$ cat src/rtl/demultiplexer_2_buf_if.sv
// Handshake bundle for the buffered 1-to-2 demultiplexer.
// The master side drives words in and drains both outputs.
interface demultiplexer_2_buf_if #(
    parameter int WIDTH = 32
);
    logic             Enable;
    logic             Sel;
    logic [WIDTH-1:0] DemuxIn;
    logic             InValid;
    logic             InReady;
    logic [WIDTH-1:0] DemuxOut_0;
    logic [WIDTH-1:0] DemuxOut_1;
    logic             OutValid_0;
    logic             OutValid_1;
    logic             OutReady_0;
    logic             OutReady_1;
    logic [1:0]       Level_0;
    logic [1:0]       Level_1;

    modport master (
        output Enable,
        output Sel,
        output DemuxIn,
        output InValid,
        input  InReady,
        input  DemuxOut_0,
        input  DemuxOut_1,
        input  OutValid_0,
        input  OutValid_1,
        output OutReady_0,
        output OutReady_1,
        input  Level_0,
        input  Level_1
    );

    modport slave (
        input  Enable,
        input  Sel,
        input  DemuxIn,
        input  InValid,
        output InReady,
        output DemuxOut_0,
        output DemuxOut_1,
        output OutValid_0,
        output OutValid_1,
        input  OutReady_0,
        input  OutReady_1,
        output Level_0,
        output Level_1
    );
endinterface

$ cat src/rtl/demultiplexer_2_buf.sv
// 1-to-2 demultiplexer with an independent 2-entry FIFO per output.
// Words land in the queue chosen by Sel and appear one cycle later.
module demultiplexer_2_buf #(
    parameter int WIDTH = 32
) (
    input logic                 Clock,
    input logic                 nReset,
    demultiplexer_2_buf_if.slave bus
);
    localparam int         DEPTH = 2;
    localparam logic [1:0] FULL  = 2'(DEPTH);

    logic [WIDTH-1:0] mem [2][DEPTH];
    logic [1:0]       wp;
    logic [1:0]       rp;
    logic [1:0]       cnt [2];

    logic       in_ready;
    logic [1:0] push;
    logic [1:0] pop;
    logic [1:0] out_ready;

    assign out_ready = {bus.OutReady_1, bus.OutReady_0};

    always_comb begin
        in_ready = bus.Enable && (cnt[bus.Sel] != FULL);
        push     = 2'b00;
        if (bus.InValid && in_ready)
            push[bus.Sel] = 1'b1;
        for (int k = 0; k < 2; k++)
            pop[k] = (cnt[k] != 2'd0) && out_ready[k];
    end

    always_ff @(posedge Clock or negedge nReset) begin
        if (!nReset) begin
            wp  <= 2'b00;
            rp  <= 2'b00;
            cnt <= '{default: 2'd0};
        end else begin
            for (int k = 0; k < 2; k++) begin
                if (push[k])
                    wp[k] <= ~wp[k];
                if (pop[k])
                    rp[k] <= ~rp[k];
                // push+pop together leaves the count unchanged
                unique case ({push[k], pop[k]})
                    2'b10:   cnt[k] <= cnt[k] + 2'd1;
                    2'b01:   cnt[k] <= cnt[k] - 2'd1;
                    default: cnt[k] <= cnt[k];
                endcase
            end
        end
    end

    // Storage is not reset; it is masked whenever its queue is empty.
    always_ff @(posedge Clock) begin
        for (int k = 0; k < 2; k++)
            if (push[k])
                mem[k][wp[k]] <= bus.DemuxIn;
    end

    assign bus.InReady    = in_ready;
    assign bus.OutValid_0 = (cnt[0] != 2'd0);
    assign bus.OutValid_1 = (cnt[1] != 2'd0);
    assign bus.Level_0    = cnt[0];
    assign bus.Level_1    = cnt[1];
    assign bus.DemuxOut_0 = (cnt[0] != 2'd0) ? mem[0][rp[0]] : '0;
    assign bus.DemuxOut_1 = (cnt[1] != 2'd0) ? mem[1][rp[1]] : '0;
endmodule

$ cat src/flat_wrapper.sv
// flat-port wrapper written by rule: the top's interface ports become plain ports
module demultiplexer_2_buf_flat 
#(
    parameter int WIDTH = 32
)
  (Clock, nReset, bus_Enable, bus_Sel, bus_DemuxIn, bus_InValid, bus_InReady, bus_DemuxOut_0, bus_DemuxOut_1, bus_OutValid_0, bus_OutValid_1, bus_OutReady_0, bus_OutReady_1, bus_Level_0, bus_Level_1);
  demultiplexer_2_buf_if #(.WIDTH(WIDTH)) bus_i ();
  input logic Clock;
  input logic nReset;
  input wire logic [$bits(bus_i.Enable)-1:0] bus_Enable;
  input wire logic [$bits(bus_i.Sel)-1:0] bus_Sel;
  input wire logic [$bits(bus_i.DemuxIn)-1:0] bus_DemuxIn;
  input wire logic [$bits(bus_i.InValid)-1:0] bus_InValid;
  output wire logic [$bits(bus_i.InReady)-1:0] bus_InReady;
  output wire logic [$bits(bus_i.DemuxOut_0)-1:0] bus_DemuxOut_0;
  output wire logic [$bits(bus_i.DemuxOut_1)-1:0] bus_DemuxOut_1;
  output wire logic [$bits(bus_i.OutValid_0)-1:0] bus_OutValid_0;
  output wire logic [$bits(bus_i.OutValid_1)-1:0] bus_OutValid_1;
  input wire logic [$bits(bus_i.OutReady_0)-1:0] bus_OutReady_0;
  input wire logic [$bits(bus_i.OutReady_1)-1:0] bus_OutReady_1;
  output wire logic [$bits(bus_i.Level_0)-1:0] bus_Level_0;
  output wire logic [$bits(bus_i.Level_1)-1:0] bus_Level_1;
  assign bus_i.Enable = bus_Enable;
  assign bus_i.Sel = bus_Sel;
  assign bus_i.DemuxIn = bus_DemuxIn;
  assign bus_i.InValid = bus_InValid;
  assign bus_InReady = bus_i.InReady;
  assign bus_DemuxOut_0 = bus_i.DemuxOut_0;
  assign bus_DemuxOut_1 = bus_i.DemuxOut_1;
  assign bus_OutValid_0 = bus_i.OutValid_0;
  assign bus_OutValid_1 = bus_i.OutValid_1;
  assign bus_i.OutReady_0 = bus_OutReady_0;
  assign bus_i.OutReady_1 = bus_OutReady_1;
  assign bus_Level_0 = bus_i.Level_0;
  assign bus_Level_1 = bus_i.Level_1;
  demultiplexer_2_buf #(.WIDTH(WIDTH)) u_core (.Clock(Clock), .nReset(nReset), .bus(bus_i));
endmodule
$ cat config.mk
export PLATFORM = sky130hd
export DESIGN_NAME = demultiplexer_2_buf_flat
export DESIGN_NICKNAME = d
export VERILOG_FILES = /design/src/rtl/demultiplexer_2_buf_if.sv /design/src/rtl/demultiplexer_2_buf.sv /design/src/flat_wrapper.sv
export SDC_FILE = /design/constraint.sdc
export NUM_CORES = 1
export LEC_CHECK = 0
export CAP_MARGIN = 20
export CORE_ASPECT_RATIO = 0.7
export CORE_MARGIN = 8
export CORE_UTILIZATION = 46
export CTS_BUF_LIST = sky130_fd_sc_hd__clkbuf_8 sky130_fd_sc_hd__clkbuf_16
export CTS_CLUSTER_DIAMETER = 150
export DETAILED_ROUTE_END_ITERATION = 6
export PLACE_DENSITY_LB_ADDON = 0.12
export SYNTH_ARGS = -nofsm -noshare
export SYNTH_HDL_FRONTEND = slang
export SYNTH_SLANG_ARGS = --single-unit
export TNS_END_PERCENT = 10
$ cat constraint.sdc
create_clock -name Clock -period 2.66 [get_ports Clock]
set_clock_uncertainty 0.05 [all_clocks]
set_input_delay 0.532 -clock Clock [delete_from_list [all_inputs] [get_ports Clock]]
set_output_delay 0.532 -clock Clock [all_outputs]
set_load 0.05 [all_outputs]
# Yosys cells after proc, flatten, opt, wreduce, memory -nomap -nowiden
# Memories as Yosys holds them, arrays and structs flattened.
# Cells that the tools add are included.
# classes
n_addsub	4
order_cmp	9
eq_ne	5
mux	27
bitwise	9
reduce_logical	12
# ops
op	count
two-way mux 32 bit	10
two-way mux 64 bit	4
demux 32 bit (select 1 bit)	2
OR reduction 64 bit	1
greater-or-equal comparator 2 bit (second input constant)	5
inverter 1 -> 2 bit	5
two-way mux 2 bit	4
one-hot mux 2 bit (2 select lines)	2
nonzero test 2 bit	4
logical AND 1 bit	7
adder 2 x 1 -> 2 bit (second input constant)	2
equality test 2 x 1 -> 1 bit (second input constant)	2
equality test 2 bit (second input constant)	2
less-than comparator 2 x 1 -> 1 bit (second input constant)	2
two-way mux 1 bit	4
inverter 1 bit	4
subtractor 2 x 1 -> 2 bit (second input constant)	2
less-than comparator 1 x 2 -> 1 bit (second input constant)	1
!= test 2 bit (second input constant)	1
demux 1 bit (select 1 bit)	1
greater-or-equal comparator 1 bit (second input constant)	1
# word_totals
regBits	8
ram_bits	128
in_bits	39
out_inout_bits	71
wordCells	73
mem_count	1
# memory_table
name	words	word_bits	rd	rd_clocked_by_memory_dff	wr	line_no	source
u_core.mem	2	64	2	0	1	demultiplexer_2_buf.sv:13	logic [WIDTH-1:0] mem [2][DEPTH];

# Logic depth before layout (Yosys ltp)
# depth
depth_word	12
mapped_depth	7
ltp_nobuf	7

# Worst setup path before layout
# OpenSTA, ideal clock, no wires.
# synth_timing
kind	register to register
from	register u_core.cnt, in the netlist u_core.bus.Level_0[0]
to	memory u_core.mem[0][0] (netlist bit) (enable)
setup_ns	0.421
arrival_ns	2.378
required_time_ns	2.189
setup_slack_ns	-0.189
stages_incl_launch_ff	3
n_path_buf	0
period_less_slack_ns	2.849
cell_sequence	dfrtp_1 -> o2111ai_2 -> nor2_1
# synth_via
elab_chain_len	11
elab_cells_between_ends	14
cone_classes	eq/ne: 1; mux: 10; reduce/logical: 3
# synth_rtl
item	line_no	source
from (decl)	demultiplexer_2_buf.sv:16	logic [1:0] cnt [2];
from (signal, indexed assignment)	demultiplexer_2_buf.sv:47	2'b10: cnt[k] <= cnt[k] + 2'd1;
from (signal, indexed assignment)	demultiplexer_2_buf.sv:48	2'b01: cnt[k] <= cnt[k] - 2'd1;
from (signal, indexed assignment)	demultiplexer_2_buf.sv:49	default: cnt[k] <= cnt[k];
two-way mux 2 bit (implied by the code) (*) (3 in series)	demultiplexer_2_buf.sv:26	in_ready = bus.Enable && (cnt[bus.Sel] != FULL);
!= test 2 bit (*)	demultiplexer_2_buf.sv:26	
logical AND 1 bit (*)	demultiplexer_2_buf.sv:26	
logical AND 1 bit (*)	demultiplexer_2_buf.sv:28	if (bus.InValid && in_ready)
two-way mux 2 bit (*)	demultiplexer_2_buf.sv:28	
two-way mux 1 bit	demultiplexer_2_buf.sv:58	if (push[k])
two-way mux 64 bit (implied by the code)	demultiplexer_2_buf.sv:59	mem[k][wp[k]] <= bus.DemuxIn;
OR reduction 64 bit (no line)	n/a	
two-way mux 1 bit (no line) / two-way mux 64 bit (equally long branches)	n/a	
to (decl)	demultiplexer_2_buf.sv:13	
# Mark *: on every way between the ends. The rest lies on a longest branch, timed or not. The select of a mux whose other input is x is not followed.

# Worst setup path after layout
# layout_timing
from	register u_core.cnt, in the netlist u_core.bus.Level_1[0]
to	output bus_Level_1[0]
# layout_rtl
item	line_no	source
to (decl)	flat_wrapper.sv:22	output wire logic [$bits(bus_i.Level_1)-1:0] bus_Level_1;
# No word-level cell between the ends.

==> metrics.cfg <==
[synth]
synth.avg_cell_area_um2 = 16.9
yosys_warnings = 0
seq_area_frac_synth = 0.771
syn_area_mm2 = 0.00525
netlist_instances = 311
synthesis.nets = 352
synthDistinctLibCells = 17
ys_ff_latch = 136

[status]
outcome = finished, final reports clean

[die]
die_area_mm2 = 0.0151
die_h_um = 105
die_w_um = 144
coreArea_mm2 = 0.0111
start_util = 0.475
rows = 32
boundaryPins = 110

[critical_path]
cp.required_ps = 2080
cp_max_fo = 7
reg2reg_slack_ps = 640
crit_path_start = u_core.bus.Level_1[0]
worstSetupPathType = register to output port
cp_cell_sequence = clkdlybuf4s50_1
cp_slowest_cell = clkdlybuf4s50_1
crit_path_end_kind = output port
crit_end = bus_Level_1[0]
crit_path_max_incr_delay_ps = 890
cp.depth = 1
cp_num_buf_inv = 1
worstSetupStartpointType = register
crit_family = buffers and inverters
rr_endpoint = u_core.bus.Level_1[1]
r2r_cells = 6
r2r_start = u_core.bus.Level_1[0]
cp_data_arrival_time_ps = 1890

[drt]
vias_per_cell = 4.83
drc_errors = 0
drt_pass1_iterations = 5
dr.first_iter.drc_count = 152
wl_mm = 11.5
wl_per_cell_um = 19.0
ant_nets = 0
num_vias = 2927

[layout]
drive_gt1_frac = 0.274
synthToLayoutAreaGrowth_pct = 36.0
finalInstanceArea_mm2 = 0.00714
fillers = 832
antenna_cells = 0
multi_input_area_mm2 = 0.00114
nets = 481
fin_util = 0.646
regArea_mm2 = 0.00405

[power_and_ir_drop]
power.density_mw_per_mm2 = 1360
vdd_ir_drop_max_mv = 0.649
power_leakage_uw = 0.00279

[sta]
hold_viol = 0
rsz0062_at_grt = false
worstMarginPinSlew_ps = 543
setup_slack_ps = 188
setup_violations = 0
report.final.slew_viol_count = 0
fmax_ghz = 0.404
finalSetupTns_ps = 0
post-route-period-util = 0.929
whs_ps = 358
worst_slew_margin_rel = 0.638
period_minus_slack_ps = 2470

[run]
drv_cap = 0

[clock_tree]
clk_pin_slew_ps = 60
root_buffer = clkbuf_16
cts_buffers = 17
cts_buffer_depth = 2
cts_tree = built
clock-sinks = 136
clock_latency_ps = 410
h-tree-depth = 4
ctsHoldBuffers = 0

[placement]
dp_hpwl_mm = 7.56
place.gp.congestion = 0.727
place_area_mm2 = 0.00645
port_buffers = 109
post-place-ws_ps = 330

[global_routing]
grt_usage = 0.158
grt_first_pass_wirelength_mm = 17.7
grt_max_degree = 34
grt_overflow = 0
grt_pass1_vias = 3232
antenna_found_initial = 0

[worst_hold_path]
hold_path_class = primary input to async pin

Yosys cell counts (all sizes together):
cell type,count,share of area
or3,1,0.0012
ha,2,0.0048
edfxtp,128,0.73
o311a,1,0.0019
mux2i,64,0.12
and2,2,0.0029
inv,7,0.0050
o2111ai,2,0.0057
xnor2,8,0.013
nor2,72,0.052
dfrtp,8,0.038
xor2,2,0.0033
buf,14,0.016
repair_timing:
item,CTS,global route
gates resized for setup,0,0
setup endpoints to repair,0,3
setup buffers,0,0
endpoints found under the hold margin,0,0
report_power, final:
part           internal (uW)  switching, uW
clock                   1840            840
combinational           1320           3020
sequential              2560            159
total                   5720           4010
logic make-up (layout without fill, tap and decap cells):
kind of cell | Yosys count | in the layout | share of synthesized area
adders and majority gates | 2 | 2 | 0.00477
DFF | 136 | 136 | 0.771
xor gates and xnor gates | 10 | 10 | 0.0167
buffers and inverters | 21 | 162 | 0.0212
and+or+nand+nor | 75 | 76 | 0.0565
AOI/OAI and AO/OA | 3 | 3 | 0.00763
muxes | 64 | 64 | 0.122
area by class of cell:
cell class / count / share of cell area
Tap cell: 153 / 0.0268
Multi-Input combinational cell: 155 / 0.159
Timing Repair Buffer: 123 / 0.148
Clock buffer: 17 / 0.0596
Sequential cell: 136 / 0.567
Clock inverter: 15 / 0.0359
Inverter: 7 / 0.00368
flip-flops by register name (all words and copies together), names as in the netlist:
| name | count |
|---|---|
| u_core.bus.Level_0 | 2 |
| u_core.bus.Level_1 | 2 |
| u_core.mem | 128 |
| u_core.rp | 2 |
| u_core.wp | 2 |
layer usage:
layer | vias up | share of wire | track usage
met5 | - | 0 | 0
met1 | 1412 | 0.47 | 0.209
met4 | 0 | 0.0097 | 0.0673
met3 | 10 | 0.081 | 0.0577
li1 | 1407 | - | -
met2 | 98 | 0.44 | 0.231
cell usage in the layout, fill, tap and decap left out, types with 2 or more instances in the layout:
cell / synthesis / final
edfxtp_1: 128 / 128
o2111ai_2: 2 / 2
bufinv_16: 0 / 7
buf_12: 0 / 2
dfrtp_1: 8 / 6
inv_1: 5 / 7
xor2_1: 2 / 2
clkbuf_16: 0 / 17
dfrtp_2: 0 / 2
xnor2_1: 8 / 8
ha_1: 2 / 2
nor2_4: 0 / 6
nor2_1: 70 / 66
inv_2: 2 / 2
clkinv_2: 0 / 2
clkdlybuf4s50_1: 0 / 42
mux2i_1: 64 / 64
buf_4: 6 / 79
per-stage QoR:
| stage | power (uW) | std cells |
|---|---|---|
| 6_report | 9730 | 606 |
| 5_1_grt | 10100 | 606 |
| 4_1_cts | 9820 | 605 |
| 3_5_place_dp | 7120 | 573 |
| 3_3_place_gp | 7090 | 573 |
| 2_1_floorplan | 5770 | 311 |
worst min-delay path by stage:
stage / start / to
2_1_floorplan: nReset / u_core.bus.Level_0[0]
3_3_place_gp: u_core.wp[0] / u_core.wp[0]
3_5_place_dp: u_core.wp[0] / u_core.wp[0]
4_1_cts: nReset / u_core.bus.Level_1[0]
5_1_grt: nReset / u_core.bus.Level_1[0]
6_report: nReset / u_core.bus.Level_1[0]
No activity file was read; power rests on OpenSTA's default activity.
